`src/rtl/spatz_pkg.sv`:
```
// Shared types for the Spatz issue path: execution-unit selector and request word.
// Latency: n/a (types and constants only).
// Backpressure: n/a.
package spatz_pkg;

  // Number of functional units behind the issue controller (VFU, VLSU, VSLDU).
  localparam int NrUnits = 3;

  // CON targets the vector CSR block; unit index = ex_unit value minus 1.
  typedef enum logic [1:0] {
    CON = 2'd0,
    VFU = 2'd1,
    LSU = 2'd2,
    SLD = 2'd3
  } ex_unit_e;

  typedef struct packed {
    logic [7:0] op;
    logic [4:0] vd;
    logic [4:0] vs1;
    logic       reset_vstart;
    ex_unit_e   ex_unit;
  } spatz_req_t;

  localparam int ReqWidth = $bits(spatz_req_t);

  typedef enum logic {
    IDLE  = 1'b0,
    DRAIN = 1'b1
  } issue_state_e;

endpackage

```
`src/rtl/spatz_issue_cnt.sv`:
```
// In-flight op counter for one unit: up on issue, down on retire, saturating.
// Latency: count updates at the clock edge after inc/dec; flags are registered-state only.
// Backpressure: full_o blocks further issue upstream; a retire at zero is ignored.
module spatz_issue_cnt #(
  parameter int MaxOutstanding = 4,
  localparam int CntWidth = $clog2(MaxOutstanding + 1)
) (
  input  logic                clk_i,
  input  logic                rst_i,
  input  logic                inc_i,
  input  logic                dec_i,
  output logic [CntWidth-1:0] cnt_o,
  output logic                full_o,
  output logic                empty_o
);

  localparam logic [CntWidth-1:0] MaxCnt = CntWidth'(MaxOutstanding);

  logic [CntWidth-1:0] cnt_q, cnt_d;
  logic                dec_eff;

  assign full_o  = (cnt_q == MaxCnt);
  assign empty_o = (cnt_q == '0);
  // A retire pulse with nothing in flight must not wrap the counter.
  assign dec_eff = dec_i & ~empty_o;
  assign cnt_o   = cnt_q;

  // Next count: simultaneous issue and retire cancel; never step past the limits.
  always_comb begin
    cnt_d = cnt_q;
    if (inc_i && !dec_eff && !full_o) begin
      cnt_d = cnt_q + CntWidth'(1);
    end else if (dec_eff && !inc_i) begin
      cnt_d = cnt_q - CntWidth'(1);
    end
  end

  // Counter register.
  always_ff @(posedge clk_i or posedge rst_i) begin
    if (rst_i) begin
      cnt_q <= '0;
    end else begin
      cnt_q <= cnt_d;
    end
  end

`ifndef SYNTHESIS
  // Flag a retire pulse from a unit that has nothing outstanding.
  always_ff @(posedge clk_i) begin
    if (!rst_i) begin
      assert (!(dec_i && empty_o))
        else $warning("spatz_issue_cnt: retire pulse with no op in flight ignored");
    end
  end
`endif

endmodule

```
`src/rtl/spatz_issue_ctrl.sv`:
```
// In-order issue of decoded ops to the CSR block or one functional unit; config ops wait for all units to drain.
// Latency: zero-cycle issue (request to valid/ready is combinational); config ops wait in DRAIN until counters reach 0.
// Backpressure: req_ready_o follows the target unit ready and its in-flight limit; DRAIN stalls every younger op.
module spatz_issue_ctrl #(
  parameter int NrUnits        = spatz_pkg::NrUnits,
  parameter int MaxOutstanding = 4,
  localparam int CntWidth      = $clog2(MaxOutstanding + 1)
) (
  input  logic                          clk_i,
  input  logic                          rst_i,
  input  logic [spatz_pkg::ReqWidth-1:0] req_i,
  input  logic                          req_valid_i,
  output logic                          req_ready_o,
  input  logic                          vill_i,
  output logic [spatz_pkg::ReqWidth-1:0] vcsr_req_o,
  output logic                          vcsr_valid_o,
  output logic [spatz_pkg::ReqWidth-1:0] unit_req_o,
  output logic [NrUnits-1:0]            unit_valid_o,
  input  logic [NrUnits-1:0]            unit_ready_i,
  input  logic [NrUnits-1:0]            unit_done_i,
  output logic                          illegal_o,
  output logic                          busy_o
);

  import spatz_pkg::*;

  spatz_req_t   req;
  spatz_req_t   unit_req;
  issue_state_e state_q, state_d;

  logic [NrUnits-1:0][CntWidth-1:0] cnt;
  logic [NrUnits-1:0]               full;
  logic [NrUnits-1:0]               empty;
  logic [NrUnits-1:0]               unit_sel;
  logic [NrUnits-1:0]               unit_drained;
  logic                             all_empty;
  logic                             all_drained;
  logic                             is_con;

  assign req        = spatz_req_t'(req_i);
  assign is_con     = (req.ex_unit == CON);
  assign vcsr_req_o = req_i;

  // Units always start from vstart=0 once the op reaches them.
  always_comb begin
    unit_req              = req;
    unit_req.reset_vstart = 1'b1;
  end
  assign unit_req_o = unit_req;

  // Decode the target unit into a one-hot select (zero for CON).
  always_comb begin
    unit_sel = '0;
    for (int i = 0; i < NrUnits; i++) begin
      unit_sel[i] = (int'(req.ex_unit) == i + 1);
    end
  end

  // One in-flight counter per unit; a handshake is the only increment source.
  for (genvar i = 0; i < NrUnits; i++) begin : g_unit
    spatz_issue_cnt #(
      .MaxOutstanding(MaxOutstanding)
    ) u_cnt (
      .clk_i  (clk_i),
      .rst_i  (rst_i),
      .inc_i  (unit_valid_o[i] & unit_ready_i[i]),
      .dec_i  (unit_done_i[i]),
      .cnt_o  (cnt[i]),
      .full_o (full[i]),
      .empty_o(empty[i])
    );
  end

  // Drained means every counter reaches 0 at this edge. No unit issues while
  // draining, so only retire pulses can lower a counter here.
  always_comb begin
    unit_drained = '0;
    for (int i = 0; i < NrUnits; i++) begin
      unit_drained[i] = empty[i] | ((cnt[i] == CntWidth'(1)) & unit_done_i[i]);
    end
  end

  assign all_empty   = &empty;
  assign all_drained = &unit_drained;
  assign busy_o      = (state_q != IDLE) | ~all_empty;

  // Next-state and issue routing; all outputs idle during reset or without a request.
  always_comb begin
    state_d      = state_q;
    req_ready_o  = 1'b0;
    vcsr_valid_o = 1'b0;
    unit_valid_o = '0;
    illegal_o    = 1'b0;
    if (!rst_i && req_valid_i) begin
      case (state_q)
        IDLE: begin
          if (is_con) begin
            if (all_empty) begin
              req_ready_o  = 1'b1;
              vcsr_valid_o = 1'b1;
            end else begin
              state_d = DRAIN;
            end
          end else if (vill_i) begin
            req_ready_o = 1'b1;
            illegal_o   = 1'b1;
          end else begin
            unit_valid_o = unit_sel & ~full;
            req_ready_o  = |(unit_sel & unit_ready_i & ~full);
          end
        end
        DRAIN: begin
          if (all_drained) begin
            req_ready_o  = 1'b1;
            vcsr_valid_o = 1'b1;
            state_d      = IDLE;
          end
        end
        default: state_d = IDLE;
      endcase
    end
  end

  // FSM state register.
  always_ff @(posedge clk_i or posedge rst_i) begin
    if (rst_i) begin
      state_q <= IDLE;
    end else begin
      state_q <= state_d;
    end
  end

endmodule
```
`config.mk`:
```
export PLATFORM = sky130hd
export DESIGN_NAME = spatz_issue_ctrl
export DESIGN_NICKNAME = d
export VERILOG_FILES = /design/src/rtl/spatz_pkg.sv /design/src/rtl/spatz_issue_cnt.sv /design/src/rtl/spatz_issue_ctrl.sv
export SDC_FILE = /design/constraint.sdc
export NUM_CORES = 1
export LEC_CHECK = 0
export CORE_MARGIN = 3
export CORE_UTILIZATION = 30
export CTS_BUF_LIST = sky130_fd_sc_hd__clkbuf_16
export CTS_CLUSTER_DIAMETER = 40
export DETAILED_ROUTE_END_ITERATION = 7
export GPL_TIMING_DRIVEN = 1
export HOLD_SLACK_MARGIN = 0.02
export PLACE_DENSITY_LB_ADDON = 0.05
export SLEW_MARGIN = 15
export SYNTH_ARGS = -nofsm -noshare
export SYNTH_HDL_FRONTEND = slang
export SYNTH_HIERARCHICAL = 1
export SYNTH_SLANG_ARGS = --single-unit
```
`constraint.sdc`:
```
create_clock -name clk_i -period 2.6 [get_ports clk_i]
set_input_delay 0.52 -clock clk_i [delete_from_list [all_inputs] [get_ports clk_i]]
set_output_delay 0.52 -clock clk_i [all_outputs]
set_load 0.02 [all_outputs]
```
==> results by stage <==
Synth:
- The number of warnings issued by yosys is 6.
- Yosys instantiated no cell more often than sky130_fd_sc_hd__buf_4.
- Counting instances in the post-synthesis netlist gives the leading cell types as sky130_fd_sc_hd__buf_4 (46), sky130_fd_sc_hd__nand3_1 (11), sky130_fd_sc_hd__dfrtp_1 (10), sky130_fd_sc_hd__nand2_1 (10).
- For this run, asynchronously set or reset flops after synthesis account for 100.0%.
- Counting flops with a built-in enable in the synthesized netlist gives 0.
- Yosys attributes the largest share of cell area to sky130_fd_sc_hd__buf_4 (25%), sky130_fd_sc_hd__dfrtp_1 (18%), sky130_fd_sc_hd__fa_1 (4.4%), sky130_fd_sc_hd__nand3_1 (4.1%), sky130_fd_sc_hd__o21ai_0 (2.9%).
- Synthesis produced a netlist with a net count of 204.
- After synthesis the netlist holds a flip-flop and latch count of 10.
- The average cell area after synthesis is 7.986 sq um.
- The share of synthesized area in the top cell type comes to 25.44%.
- The leading register cell type out of synthesis is sky130_fd_sc_hd__dfrtp_1.
- Yosys mapped the design onto 38 distinct sky130hd cell types.
- The synthesized netlist occupies a cell area of 1358 sq um.
- Summed over all instances, the cell type with the most area after synthesis is sky130_fd_sc_hd__buf_4.
- After technology mapping, the gate count stands at 170.
- After synthesis, flip-flops and latches occupy 18.43% of the total area.

Clock network:
- The cell at the root of the clock tree is sky130_fd_sc_hd__clkbuf_16.
- In this run the number of H-tree levels came out at 1.
- The total clock buffers created by CTS is 3.
- The number of buffers between clock root and the deepest sink is 2.
- The TritonCTS clock tree is built.
- The insertion delay of the later-clocked pin in the worst-skew pair is 0.23 ns.
- The register clock-pin slew on the reported worst setup and hold paths is 0.04 ns.
- Clock tree synthesis found a total of 10 sinks.

GRT:
- Global routing consumed, over all layers together, 12.43% of the routing resources.
- Summed over all layers, the global routing overflow is 0.
- The wire length of the first global-routing pass is 5.175 mm.
- The number of global-route vias before repair is 1161.
- Entering global routing, the biggest net connects 9 pins.
- The initial antenna violation count came to 0.

Power:
- The design draws 1.369 mW.
- Power spread over the standard cell area amounts to 842.0 nW/um^2.
- The net switching power is 546.4 uW.
- The share of power burned in registers is 25.2%.
- Combinational logic is responsible for 55.0% of the overall power.
- The part of the total power dissipated in the clock network is 19.7%.
- The static leakage is 0.6975 nW.
- The internal power of the cells totals 822.1 uW.
- The switching part of the total is 39.93%.
- The maximum vdd drop is 348.4 uV.

Cells and area:
- At the end of the flow the core is filled with cells to 38.95%.
- The area growth from synthesis to layout is 19.72%.
- The layout filler cell count is 419.
- The ratio of cells with drive above 1 in the final layout is 30.51%.
- After the last flow step, the layout net total stands at 213.
- The number of antenna diodes in the final layout is 0.

STA:
- Hold is met by 0.2752 ns.
- Setup repair after global routing left no endpoint under its margin.
- The final hold violation count came to 0.
- The setup skew after layout is 0.0007150 ns.
- The count of final setup violators is 0.
- After layout, the minimum clock period comes to 2.486 ns.
- The slack of the critical path is 0.1136 ns.
- For this run, the top clock speed supported by timing is 402.2 MHz.
- The count of pins over their slew limit came to 0.
- In the finished design, the share of the clock period the worst path needs comes to 95.63%.

Worst setup path:
- The kind of end point of the critical path is an output port.
- The maximum fanout along the worst path is 6.
- The worst endpoint required time is 2.08 ns.
- Walking the worst path, the cells encountered are nor3_1 -> nand3_1 -> or2_2 -> clkdlybuf4s50_1.
- The logic depth of the worst path, buffers included is 4.
- The number of cells on the worst reg-to-reg path is 8.
- The total buffers and inverters traversed by the critical path is 1.
- The type of element launching the critical path is a flip-flop.
- The worst setup path is of the flip-flop to output port kind.
- For this run, the slowest stage of the critical path takes 0.54 ns.
- The largest individual stage delay along the critical path comes from the cell sky130_fd_sc_hd__clkdlybuf4s50_1.
- Data arrives at the worst endpoint at 1.97 ns.
- In this design, the largest share of critical-path delay is due to simple AND/OR/NAND/NOR gates.

Floorplanning:
- Measured along the x axis, the die boundary spans 73.27 um.
- Once the floorplan was initialized, standard cells occupied 32.53% of the core.
- The area enclosed by the die boundary is 5368 sq um.
- From bottom edge to top edge, the die measures 73.27 um.
- The I/O pin count is 80.
- The standard cell core area is 4173 sq um.
- The standard-cell row count is 23.

Drt:
- The number of violations reported at the end of detailed-routing iteration 0 is 34.
- The DRC violations left is 0.
- The remaining number of nets flagged by the antenna check after routing is 0.
- The number of vias in the routed layout is 1139.
- In the routed layout, each cell is associated on average with a via count of 5.018.
- The first-pass detailed-route iteration total is 4.
- The detailed-route wire length is 3.210 mm.
- The wire length per cell after detailed routing is 14.14 um.

Run:
- Across the run, the number of max-cap violations was 0.

Placed design:
- The placer's final routability congestion estimate is 0.7666.
- The HPWL after detailed placement is 2.681 mm.
- At the placement stage, the worst setup path has a slack of -0.4889 ns.
- The count of port buffers added during placement is 22.

Min path:
- The path class of the lowest-slack min-delay path is input port to async pin.

Status:
- The flow ran to the end, and the final reports show no timing, DRC or antenna violations.
cell usage in the layout, fill, tap and decap left out, types with 5 or more instances in the layout:
cell,netlist,final
sky130_fd_sc_hd__o21ai_1,6,7
sky130_fd_sc_hd__nand2_1,10,10
sky130_fd_sc_hd__buf_4,46,31
sky130_fd_sc_hd__clkdlybuf4s50_1,0,14
sky130_fd_sc_hd__nand3_1,11,11
sky130_fd_sc_hd__inv_1,5,5
sky130_fd_sc_hd__dfrtp_1,10,10
sky130_fd_sc_hd__o21ai_0,8,7
sky130_fd_sc_hd__nor2_1,8,7
tightest hold or removal path: cells and delay by family:
| kind | cells | cell delay [ns] |
|---|---|---|
| buffers and inverters | 3 | 0.31 |
metal layers:
layer	routed length (um)	global-route usage, %
met1	1274	13.27
met2	1735	23.34
met3	140	2.873
met4	59	4.713
met5	0	0
worst paths after layout:
path	from	to	slack [ns]
worst max register to register	state_q	g_unit[1].u_cnt/cnt_o[2]	0.17
worst max-delay path	g_unit[0].u_cnt/cnt_o[0]	busy_o	0.11
min in group clk_i	state_q	state_q	0.62
worst min register to register	state_q	state_q	0.62
worst min-delay path	rst_i	state_q	0.28
max in group asynchronous	rst_i	g_unit[2].u_cnt/cnt_o[2]	2.13
cell type report:
type | count | area, sq um | share of cell area [%]
multi-input combinational | 106 | 790.8 | 48.65
inverter | 5 | 18.77 | 1.155
sequential | 10 | 250.2 | 15.40
timing repair buffer | 53 | 427.9 | 26.33
clock buffer | 3 | 75.07 | 4.619
tap | 50 | 62.56 | 3.849
cells by family (layout without fill, tap and decap cells):
logic type	Yosys count	count (layout)	share of synthesized area, %
XOR/XNOR	6	6	3.872
buffers and inverters	54	61	27.93
flip-flops	10	10	18.43
adder cells (fa/ha/maj)	3	3	4.424
other	1	1	0.2762
AO/OA/AOI/OAI	31	31	14.84
AND/OR/NAND/NOR	65	65	30.23
flip-flops by register name, summed over array words and instances (netlist names):
| register | flops |
|---|---|
| g_unit.u_cnt/cnt_o | 9 |
| state_q | 1 |
power by group through the flow:
stage,logic (mW),clock network [mW],registers (mW)
final,0.753,0.270,0.346
after global routing,0.834,0.288,0.356
after CTS,0.743,0.282,0.320
after detailed placement,0.735,0,0.316
after global placement,0.725,0,0.317
after floorplan,0.443,0,0.355
metrics by stage:
stage | TNS, ns | area [sq um] | std cells
6_report | 0 | 1625 | 227
5_1_grt | 0 | 1625 | 227
4_1_cts | 0 | 1610 | 227
3_5_place_dp | -4.547 | 1510 | 223
3_3_place_gp | -4.337 | 1510 | 223
2_1_floorplan | -0.01258 | 1368 | 170
timing repair:
action / 4_1_cts / 5_1_grt
hold buffers: 0 / 0
gates resized for setup: 17 / 11
cloned: 0 / 0
setup endpoints to repair: 11 / 6
pin swaps: 7 / 9
setup buffers: 1 / 0
(Power assumes the default switching activity.)
